==> src/rtl/hazard_ctrl_pkg.sv <==
// Shared types and constants for the pipeline hazard/stall controller.
package hazard_ctrl_pkg;

    localparam int unsigned HZ_XLEN = 32;
    localparam int unsigned HZ_CNT_W = 32;

    typedef enum logic {
        RUN        = 1'b0,
        REDIR_PEND = 1'b1
    } hz_state_t;

endpackage

==> src/rtl/hazard_stall_counter.sv <==
// Free-running enable counter with synchronous reset; wraps at 2^32.
module hazard_stall_counter
    import hazard_ctrl_pkg::*;
(
    input  logic                clk,
    input  logic                rst,
    input  logic                en,
    output logic [HZ_CNT_W-1:0] count
);

    always_ff @(posedge clk) begin
        if (rst)
            count <= '0;
        else if (en)
            count <= count + 1'b1;
    end

endmodule

==> src/rtl/hazard_ctrl.sv <==
// Pipeline hazard and stall controller: load-use stalls, memory waits,
// taken-branch flushes and deferred redirects while a fetch is outstanding.
module hazard_ctrl
    import hazard_ctrl_pkg::*;
#(
    parameter int unsigned XLEN = HZ_XLEN
) (
    input  logic            clk,
    input  logic            rst,
    input  logic            mem_read_ex,
    input  logic [4:0]      rd_ex,
    input  logic [4:0]      rs1_id,
    input  logic [4:0]      rs2_id,
    input  logic            uses_rs1_id,
    input  logic            uses_rs2_id,
    input  logic            branch_taken_ex,
    input  logic [XLEN-1:0] branch_target_ex,
    input  logic            imem_ready,
    input  logic            mem_access_mem,
    input  logic            dmem_ready,
    output logic            pc_stall,
    output logic            if_id_stall,
    output logic            id_ex_stall,
    output logic            ex_mem_stall,
    output logic            if_id_flush,
    output logic            id_ex_flush,
    output logic            mem_wb_flush,
    output logic            pc_redirect,
    output logic [XLEN-1:0] pc_target,
    output logic            redirect_pending,
    output logic [31:0]     stall_cycles
);

    hz_state_t       state;
    logic [XLEN-1:0] tgt_q;
    logic            load_use;
    logic            d_busy;

    assign load_use = mem_read_ex && (rd_ex != 5'd0) &&
                      ((uses_rs1_id && (rd_ex == rs1_id)) ||
                       (uses_rs2_id && (rd_ex == rs2_id)));
    assign d_busy   = mem_access_mem && !dmem_ready;

    assign redirect_pending = (state == REDIR_PEND);

    // Strict priority: data freeze > pending replay > branch > load-use > fetch miss.
    always_comb begin
        pc_stall     = 1'b0;
        if_id_stall  = 1'b0;
        id_ex_stall  = 1'b0;
        ex_mem_stall = 1'b0;
        if_id_flush  = 1'b0;
        id_ex_flush  = 1'b0;
        mem_wb_flush = 1'b0;
        pc_redirect  = 1'b0;
        pc_target    = '0;
        if (rst) begin
            pc_stall = 1'b0;
        end else if (d_busy) begin
            pc_stall     = 1'b1;
            if_id_stall  = 1'b1;
            id_ex_stall  = 1'b1;
            ex_mem_stall = 1'b1;
            mem_wb_flush = 1'b1;
        end else if (state == REDIR_PEND) begin
            if_id_flush = 1'b1;
            if (imem_ready) begin
                pc_redirect = 1'b1;
                pc_target   = tgt_q;
            end else begin
                pc_stall = 1'b1;
            end
        end else if (branch_taken_ex) begin
            if_id_flush = 1'b1;
            id_ex_flush = 1'b1;
            if (imem_ready) begin
                pc_redirect = 1'b1;
                pc_target   = branch_target_ex;
            end else begin
                pc_stall = 1'b1;
            end
        end else if (load_use) begin
            pc_stall    = 1'b1;
            if_id_stall = 1'b1;
            id_ex_flush = 1'b1;
        end else if (!imem_ready) begin
            pc_stall    = 1'b1;
            if_id_flush = 1'b1;
        end
    end

    always_ff @(posedge clk) begin
        if (rst) begin
            state <= RUN;
            tgt_q <= '0;
        end else if (!d_busy) begin
            case (state)
                RUN: begin
                    if (branch_taken_ex && !imem_ready) begin
                        tgt_q <= branch_target_ex;
                        state <= REDIR_PEND;
                    end
                end
                REDIR_PEND: begin
                    if (imem_ready)
                        state <= RUN;
                end
                default: state <= RUN;
            endcase
        end
    end

    hazard_stall_counter u_stall_counter (
        .clk   (clk),
        .rst   (rst),
        .en    (pc_stall),
        .count (stall_cycles)
    );

endmodule

==> config.mk <==
export PLATFORM = sky130hd
export DESIGN_NAME = hazard_ctrl
export DESIGN_NICKNAME = d
export VERILOG_FILES = /design/src/rtl/hazard_ctrl_pkg.sv /design/src/rtl/hazard_stall_counter.sv /design/src/rtl/hazard_ctrl.sv
export SDC_FILE = /design/constraint.sdc
export NUM_CORES = 1
export LEC_CHECK = 0
export BUFFER_PORTS_ARGS = -buffer_cell sky130_fd_sc_hd__buf_4
export CAP_MARGIN = 20
export CORE_MARGIN = 5
export CORE_UTILIZATION = 30
export DETAILED_ROUTE_END_ITERATION = 8
export MAX_ROUTING_LAYER = met4
export PLACE_DENSITY = 0.61
export SLEW_MARGIN = 15
export SYNTH_ARGS = -nofsm -noshare
export SYNTH_HDL_FRONTEND = slang
export SYNTH_SLANG_ARGS = --single-unit
==> constraint.sdc <==
create_clock -name clk -period 1.69 [get_ports clk]
set_clock_uncertainty 0.05 [all_clocks]
set_input_delay 0 -clock clk [delete_from_list [all_inputs] [get_ports clk]]
set_output_delay 0 -clock clk [all_outputs]
set_load 0.005 [all_outputs]
==> results of run 1 <==
## final cells by class
| type | instances | area, sq um | area share |
|---|---|---|---|
| tap | 143 | 179 | 0.0309 |
| multi-input combinational | 342 | 2080 | 0.360 |
| sequential | 65 | 1320 | 0.228 |
| timing repair buffer | 228 | 1920 | 0.331 |
| inverter | 2 | 7.51 | 0.00130 |
| clock buffer | 13 | 270 | 0.0467 |
| clock inverter | 2 | 12.5 | 0.00216 |
## worst min-delay path, cell delays in order
cell	delay, ps
buf_4	140
nand2_1	90
nor3_2	60
buf_12	160
nand2_1	70
a21oi_1	50
## repair_timing
item,in CTS,in global routing
resized for setup,13,27
hold endpoints to repair,40,0
buffers inserted,1,3
pin swaps,9,13
endpoints found under the setup margin,47,57
cloned,0,4
hold buffers,35,0
## cell usage in the layout, fill, tap and decap left out, types with 2 or more instances in the layout
master | netlist | routed
xnor2_1 | 10 | 10
nor2_1 | 42 | 40
dlygate4sd3_1 | 0 | 35
o21ai_1 | 9 | 9
inv_1 | 2 | 2
and3_1 | 6 | 2
buf_6 | 5 | 2
clkbuf_16 | 0 | 12
a21oi_1 | 64 | 62
and3_4 | 0 | 3
dfxtp_1 | 65 | 52
buf_12 | 0 | 4
and2_1 | 2 | 2
nor3_4 | 0 | 2
nor2b_1 | 2 | 2
dfxtp_2 | 0 | 13
nand4_1 | 11 | 11
mux2i_1 | 33 | 33
o31ai_1 | 20 | 20
nand3_1 | 7 | 5
or4_1 | 21 | 20
clkbuf_8 | 0 | 3
and4_4 | 0 | 4
nand2_1 | 85 | 84
or3_1 | 10 | 10
buf_4 | 4 | 183
a21oi_2 | 0 | 2
## power by group through the flow
stage	registers (W)	logic, W	clock network [W]
after floorplan	0.00163	0.000275	0
after global placement	0.00163	0.000524	0
after detailed placement	0.00163	0.000534	0
after CTS	0.00160	0.000604	0.00181
after global routing	0.00161	0.000708	0.00188
final	0.00160	0.000649	0.00177
## flip-flops by register name, indices dropped and copies added, names as in the netlist
register and flops:
u_stall_counter.count 32, tgt_q 32, redirect_pending 1
## kinds of logic (layout without fill, tap and decap cells)
group / count (synthesis) / count (layout) / share of synthesized area
compound gates: 99 / 99 / 0.166
xor+xnor: 11 / 11 / 0.0278
fa+ha+maj: 1 / 1 / 0.00361
buf+inv: 37 / 245 / 0.0557
flops: 65 / 65 / 0.376
mux: 33 / 33 / 0.0954
simple gates: 198 / 198 / 0.276
## stage by stage
step	instances	util
2_1_floorplan	444	-
4_1_cts	788	0.491
5_1_grt	795	0.509
3_3_place_gp	737	0.431
3_5_place_dp	737	0.431
6_report	795	0.509
## final timing paths
kind                                             to  slack [ps]  cells past startpoint
min                          tgt_q[29]$_SDFFE_PP0P_         230                      6
min reg2reg                   tgt_q[4]$_SDFFE_PP0P_         400                      2
max          u_stall_counter.count[31]$_SDFFE_PP0P_         -60                      6
max reg2reg  u_stall_counter.count[31]$_SDFFE_PP0P_         -60                      6
## routing by layer
layer | up-vias | track usage | wire length [um]
li1 | 1980 | - | -
met1 | 1914 | 0.176 | 4940
met2 | 120 | 0.272 | 5790
met3 | 19 | 0.0544 | 813
met4 | 0 | 0.0537 | 224
met5 | - | - | 0
==> results.sh, run 1 <==
export IMPL_ir_worst_vdd_mv=0.594
export IMPL_p_sw_frac=0.246
export IMPL_synthMostInstantiatedCell="nand2_1"
export IMPL_power_internal_w=0.00303
export IMPL_pre_cts_slack_ps=-120
export IMPL_p_leak_nw=2.35
export IMPL_numCtsBuffers=9
export IMPL_clkLatencyLatePin_ps=330
export IMPL_synth_seq_cells=65
export IMPL_p_seq_frac=0.398
export IMPL_synth_top_area_cell="dfxtp_1"
export IMPL_maxCapViolCount=0
export IMPL_async_flop_share=0
export IMPL_port_buffers=128
export IMPL_worst_pin_slew_ps=476
export IMPL_setup_viol=6
export IMPL_reg2reg_from="u_stall_counter.count[6]$_SDFFE_PP0P_"
export IMPL_synth_top_area_frac=0.376
export IMPL_core_sq_um=11400
export IMPL_cts_htree_levels=3
export IMPL_cts_root_buf="clkbuf_16"
export IMPL_powerDensity_nw_per_um2=695
export IMPL_power_w=0.00402
export IMPL_num_rows=39
export IMPL_pwr_share_clk=0.440
export IMPL_syn2layout_area_growth_pct=67.1
export IMPL_status="finished with violations"
export IMPL_drt_pass1_iterations=4
export IMPL_clk_pin_slew_ps=60
export IMPL_hold_viol=0
export IMPL_antenna_found_initial=0
export IMPL_holdCritPathClass="primary input to flip-flop"
export IMPL_start_util=0.305
export IMPL_grt_util_all_layers=0.161
export IMPL_crit_path_end_kind="flip-flop"
export IMPL_wl_per_cell_um=14.8
export IMPL_finalWirelength_mm=11.8
export IMPL_start_kind="flip-flop"
export IMPL_synthTopCellsByCount="nand2_1, dfxtp_1, a21oi_1"
export IMPL_finalCriticalPeriod_ps=1750
export IMPL_grt_start_max_net_pins=64
export IMPL_synth_edf_count=0
export IMPL_yosysSeqAreaShare=0.376
export IMPL_gp_congestion=0.811
export IMPL_combPwrFrac=0.161
export IMPL_n_antenna_cell=0
export IMPL_critPathMaxStageDelay_ps=460
export IMPL_fin_nets=705
export IMPL_fp_dieW_um=117
export IMPL_synth_area_sq_um=3460
export IMPL_die_h_um=117
export IMPL_drive_gt1_frac=0.374
export IMPL_ys_top_cells_by_area="dfxtp_1, mux2i_1, a21oi_1, nand2_1, nor2_1"
export IMPL_p_switching_w=0.000988
export IMPL_slew_headroom=0.683
export IMPL_hold_ws_ps=233
export IMPL_cts_sink_count=65
export IMPL_rsz0062_at_grt="yes"
export IMPL_first_global_vias=4037
export IMPL_avgSynthCellArea_sq_um=7.80
export IMPL_syn_inst=444
export IMPL_drc=0
export IMPL_path_buf_inv=0
export IMPL_layout_setup_ws_ps=-57.7
export IMPL_syn_num_nets=501
export IMPL_path_delay_family="simple AND/OR/NAND/NOR gates"
export IMPL_dr_total_vias=4033
export IMPL_drtIter0Drc=281
export IMPL_slew_violations=0
export IMPL_grt_pass1_wl_mm=18.6
export IMPL_tns_ps=-149
export IMPL_path_class="flip-flop to flip-flop"
export IMPL_ys_types=36
export IMPL_stdcell_area_sq_um=5790
export IMPL_violations="setup timing"
export IMPL_startpoint="u_stall_counter.count[6]$_SDFFE_PP0P_"
export IMPL_crit_path_cell_trace="and4_4, and3_4, nand4_1, nor2_1, or4b_1, a21oi_2"
export IMPL_synthFlopType="dfxtp_1"
export IMPL_place_area_sq_um=4900
export IMPL_post_dp_hpwl_mm=7.73
export IMPL_grt_ovfl_total=0
export IMPL_min_from="branch_taken_ex"
export IMPL_tritoncts="yes"
export IMPL_cp_slowest_cell="or4b_1"
export IMPL_clock_fmax_mhz=572
export IMPL_fillCellCount=1073
export IMPL_viasPerCell=5.07
export IMPL_postRouteAntennaNets=0
export IMPL_boundaryPins=129
export IMPL_post_route_period_util=1.03
export IMPL_crit_fanout=4
export IMPL_die_area_sq_um=13800
export IMPL_cp_arrival_ps=1960
export IMPL_yosys_warnings=0
export IMPL_cp_required_ps=1900
export IMPL_cts_path_max_buffers=2
Power figures use the tool's default switching activity.
==> inputs of run 2 (changes only) <==
--- a/config.mk
+++ b/config.mk
@@ -6,12 +6,11 @@
 export NUM_CORES = 1
 export LEC_CHECK = 0
 export BUFFER_PORTS_ARGS = -buffer_cell sky130_fd_sc_hd__buf_4
-export CAP_MARGIN = 20
 export CORE_MARGIN = 5
 export CORE_UTILIZATION = 30
 export DETAILED_ROUTE_END_ITERATION = 8
 export MAX_ROUTING_LAYER = met4
-export PLACE_DENSITY = 0.61
+export PLACE_DENSITY = 0.59
 export SLEW_MARGIN = 15
 export SYNTH_ARGS = -nofsm -noshare
 export SYNTH_HDL_FRONTEND = slang
==> constraint.sdc (replaced) <==
create_clock -name clk -period 2.1 [get_ports clk]
set_clock_uncertainty 0.05 [all_clocks]
set_input_delay 0 -clock clk [delete_from_list [all_inputs] [get_ports clk]]
set_output_delay 0 -clock clk [all_outputs]
set_load 0.005 [all_outputs]
==> run 2 against run 1 <==
Against the previous run: the run now ends clean; combinational power down 30%; critical path depth unchanged; utilization shrank 5.2 points; count of clock-buffer cells in the layout decreased by 3; sequential power is 19% lower; setup slack better by 180 ps; final cell count is 6.0% lower; global-route usage is 0.19 points lower; critical endpoint unchanged.
==> results.sh, run 2 (synthesis results as in run 1) <==
export IMPL_syn2layout_area_growth_pct=49.9
export IMPL_critPathMaxStageDelay_ps=450
export IMPL_slew_violations=0
export IMPL_cts_root_buf="clkbuf_16"
export IMPL_crit_path_end_kind="flip-flop"
export IMPL_dp_cells=697
export IMPL_wl_per_cell_um=14.4
export IMPL_cts_htree_levels=3
export IMPL_tritoncts="yes"
export IMPL_drt_pass1_iterations=4
export IMPL_boundaryPins=129
export IMPL_layout_common_cells="buf_4, nand2_1, a21oi_1"
export IMPL_post_route_period_util=0.942
export IMPL_reg2reg_from="u_stall_counter.count[13]$_SDFFE_PP0P_"
export IMPL_worst_pin_slew_ps=480
export IMPL_tns_ps=0
export IMPL_grt_ovfl_total=0
export IMPL_rrSetupSlack_ps=120
export IMPL_p_leak_nw=2.03
export IMPL_numCtsBuffers=9
export IMPL_clock_fmax_mhz=506
export IMPL_mostFrequentLayoutCell="buf_4"
export IMPL_fp_dieW_um=117
export IMPL_powerDensity_nw_per_um2=594
export IMPL_fin_nets=656
export IMPL_antenna_found_initial=0
export IMPL_cts_path_max_buffers=2
export IMPL_rr_endpoint="u_stall_counter.count[31]$_SDFFE_PP0P_"
export IMPL_die_area_sq_um=13800
export IMPL_post_dp_hpwl_mm=7.39
export IMPL_crit_path_cell_trace="and4_1, and3_1, nand4_1, nor2_1, or4b_1, a21oi_1"
export IMPL_reg2reg_depth=6
export IMPL_rsz0062_at_grt="no"
export IMPL_gp_congestion=0.787
export IMPL_slew_headroom=0.679
export IMPL_first_global_vias=3618
export IMPL_drc=0
export IMPL_core_sq_um=11400
export IMPL_grt_start_max_net_pins=64
export IMPL_start_util=0.305
export IMPL_cp_required_ps=2310
export IMPL_finalCriticalPeriod_ps=1980
export IMPL_grt_util_all_layers=0.159
export IMPL_finalWirelength_mm=10.8
export IMPL_num_rows=39
export IMPL_grt_pass1_wl_mm=18.0
export IMPL_worstHoldPathCells=2
export IMPL_clk_pin_slew_ps=60
export IMPL_start_kind="flip-flop"
export IMPL_min_from="rst"
export IMPL_n_antenna_cell=0
export IMPL_crit_fanout=6
export IMPL_holdCritPathClass="primary input to flip-flop"
export IMPL_path_class="flip-flop to flip-flop"
export IMPL_ir_worst_vdd_mv=0.417
export IMPL_post_cts_setup_buffer_count=0
export IMPL_postRouteAntennaNets=0
export IMPL_cts_sink_count=65
export IMPL_viasPerCell=5.05
export IMPL_status="finished, final reports clean"
export IMPL_clkLatencyLatePin_ps=330
export IMPL_die_h_um=117
export IMPL_path_delay_family="simple AND/OR/NAND/NOR gates"
export IMPL_drtIter0Drc=253
export IMPL_setup_viol=0
export IMPL_maxCapViolCount=0
export IMPL_hold_viol=0
export IMPL_min_to="u_stall_counter.count[0]$_SDFFE_PP0P_"
export IMPL_path_buf_inv=0
export IMPL_port_buffers=128
export IMPL_post_layout_nonfiller_instances=747
export IMPL_drive_gt1_frac=0.280
export IMPL_cp_arrival_ps=2190
export IMPL_cp_slowest_cell="or4b_1"
export IMPL_dr_total_vias=3773
## run 2: worst max-delay path by stage
stage	startpoint	to	slack, ps	cells after the start
after floorplan	u_stall_counter.count[3]$_SDFFE_PP0P_	u_stall_counter.count[31]$_SDFFE_PP0P_	250	8
after global placement	u_stall_counter.count[12]$_SDFFE_PP0P_	u_stall_counter.count[31]$_SDFFE_PP0P_	210	6
after detailed placement	u_stall_counter.count[12]$_SDFFE_PP0P_	u_stall_counter.count[31]$_SDFFE_PP0P_	150	6
after CTS	redirect_pending$_SDFFE_PP0N_	pc_target[31]	90	6
after global routing	u_stall_counter.count[13]$_SDFFE_PP0P_	u_stall_counter.count[31]$_SDFFE_PP0P_	0.5	6
final	u_stall_counter.count[13]$_SDFFE_PP0P_	u_stall_counter.count[31]$_SDFFE_PP0P_	120	6
## run 2: area by class of cell
class,count,area (sq um)
Clock buffer,10,229
Clock inverter,6,35.0
Fill cell,1123,6180
Inverter,2,7.51
Multi-Input combinational cell,342,1980
Sequential cell,65,1300
Tap cell,143,179
Timing Repair Buffer,179,1460
## run 2: where the power goes
| group | total, W | internal, W | switching [W] |
|---|---|---|---|
| Combinational | 0.000456 | 0.000241 | 0.000215 |
| Clock | 0.00134 | 0.000789 | 0.000551 |
| Sequential | 0.00129 | 0.00127 | 0.0000213 |
## run 2: timing repair
item | in CTS | in global routing
hold buffers | 34 | 0
resized for setup | 1 | 3
setup endpoints to repair | 1 | 3
endpoints found under the hold margin | 33 | 0
cloned | 0 | 0
## run 2: metrics by stage
step           hold slack, ps  area [sq um]  utilization  setup slack (ps)  total power, W
2_1_floorplan            46.6          3460            -               251         0.00153
3_3_place_gp              180          4580        0.402               211         0.00171
3_5_place_dp              184          4580        0.402               152         0.00172
4_1_cts                  21.1          5180        0.456              85.6         0.00312
5_1_grt                  35.7          5190        0.457             0.527         0.00322
6_report                 32.4          5190        0.457               122         0.00309
## run 2: layer usage
metal / vias up / GRT usage / routed length, um
li1: 1888 / - / -
met1: 1766 / 0.196 / 4820
met2: 112 / 0.252 / 5090
met3: 7 / 0.0476 / 780
met4: 0 / 0.0435 / 87
met5: - / - / 0
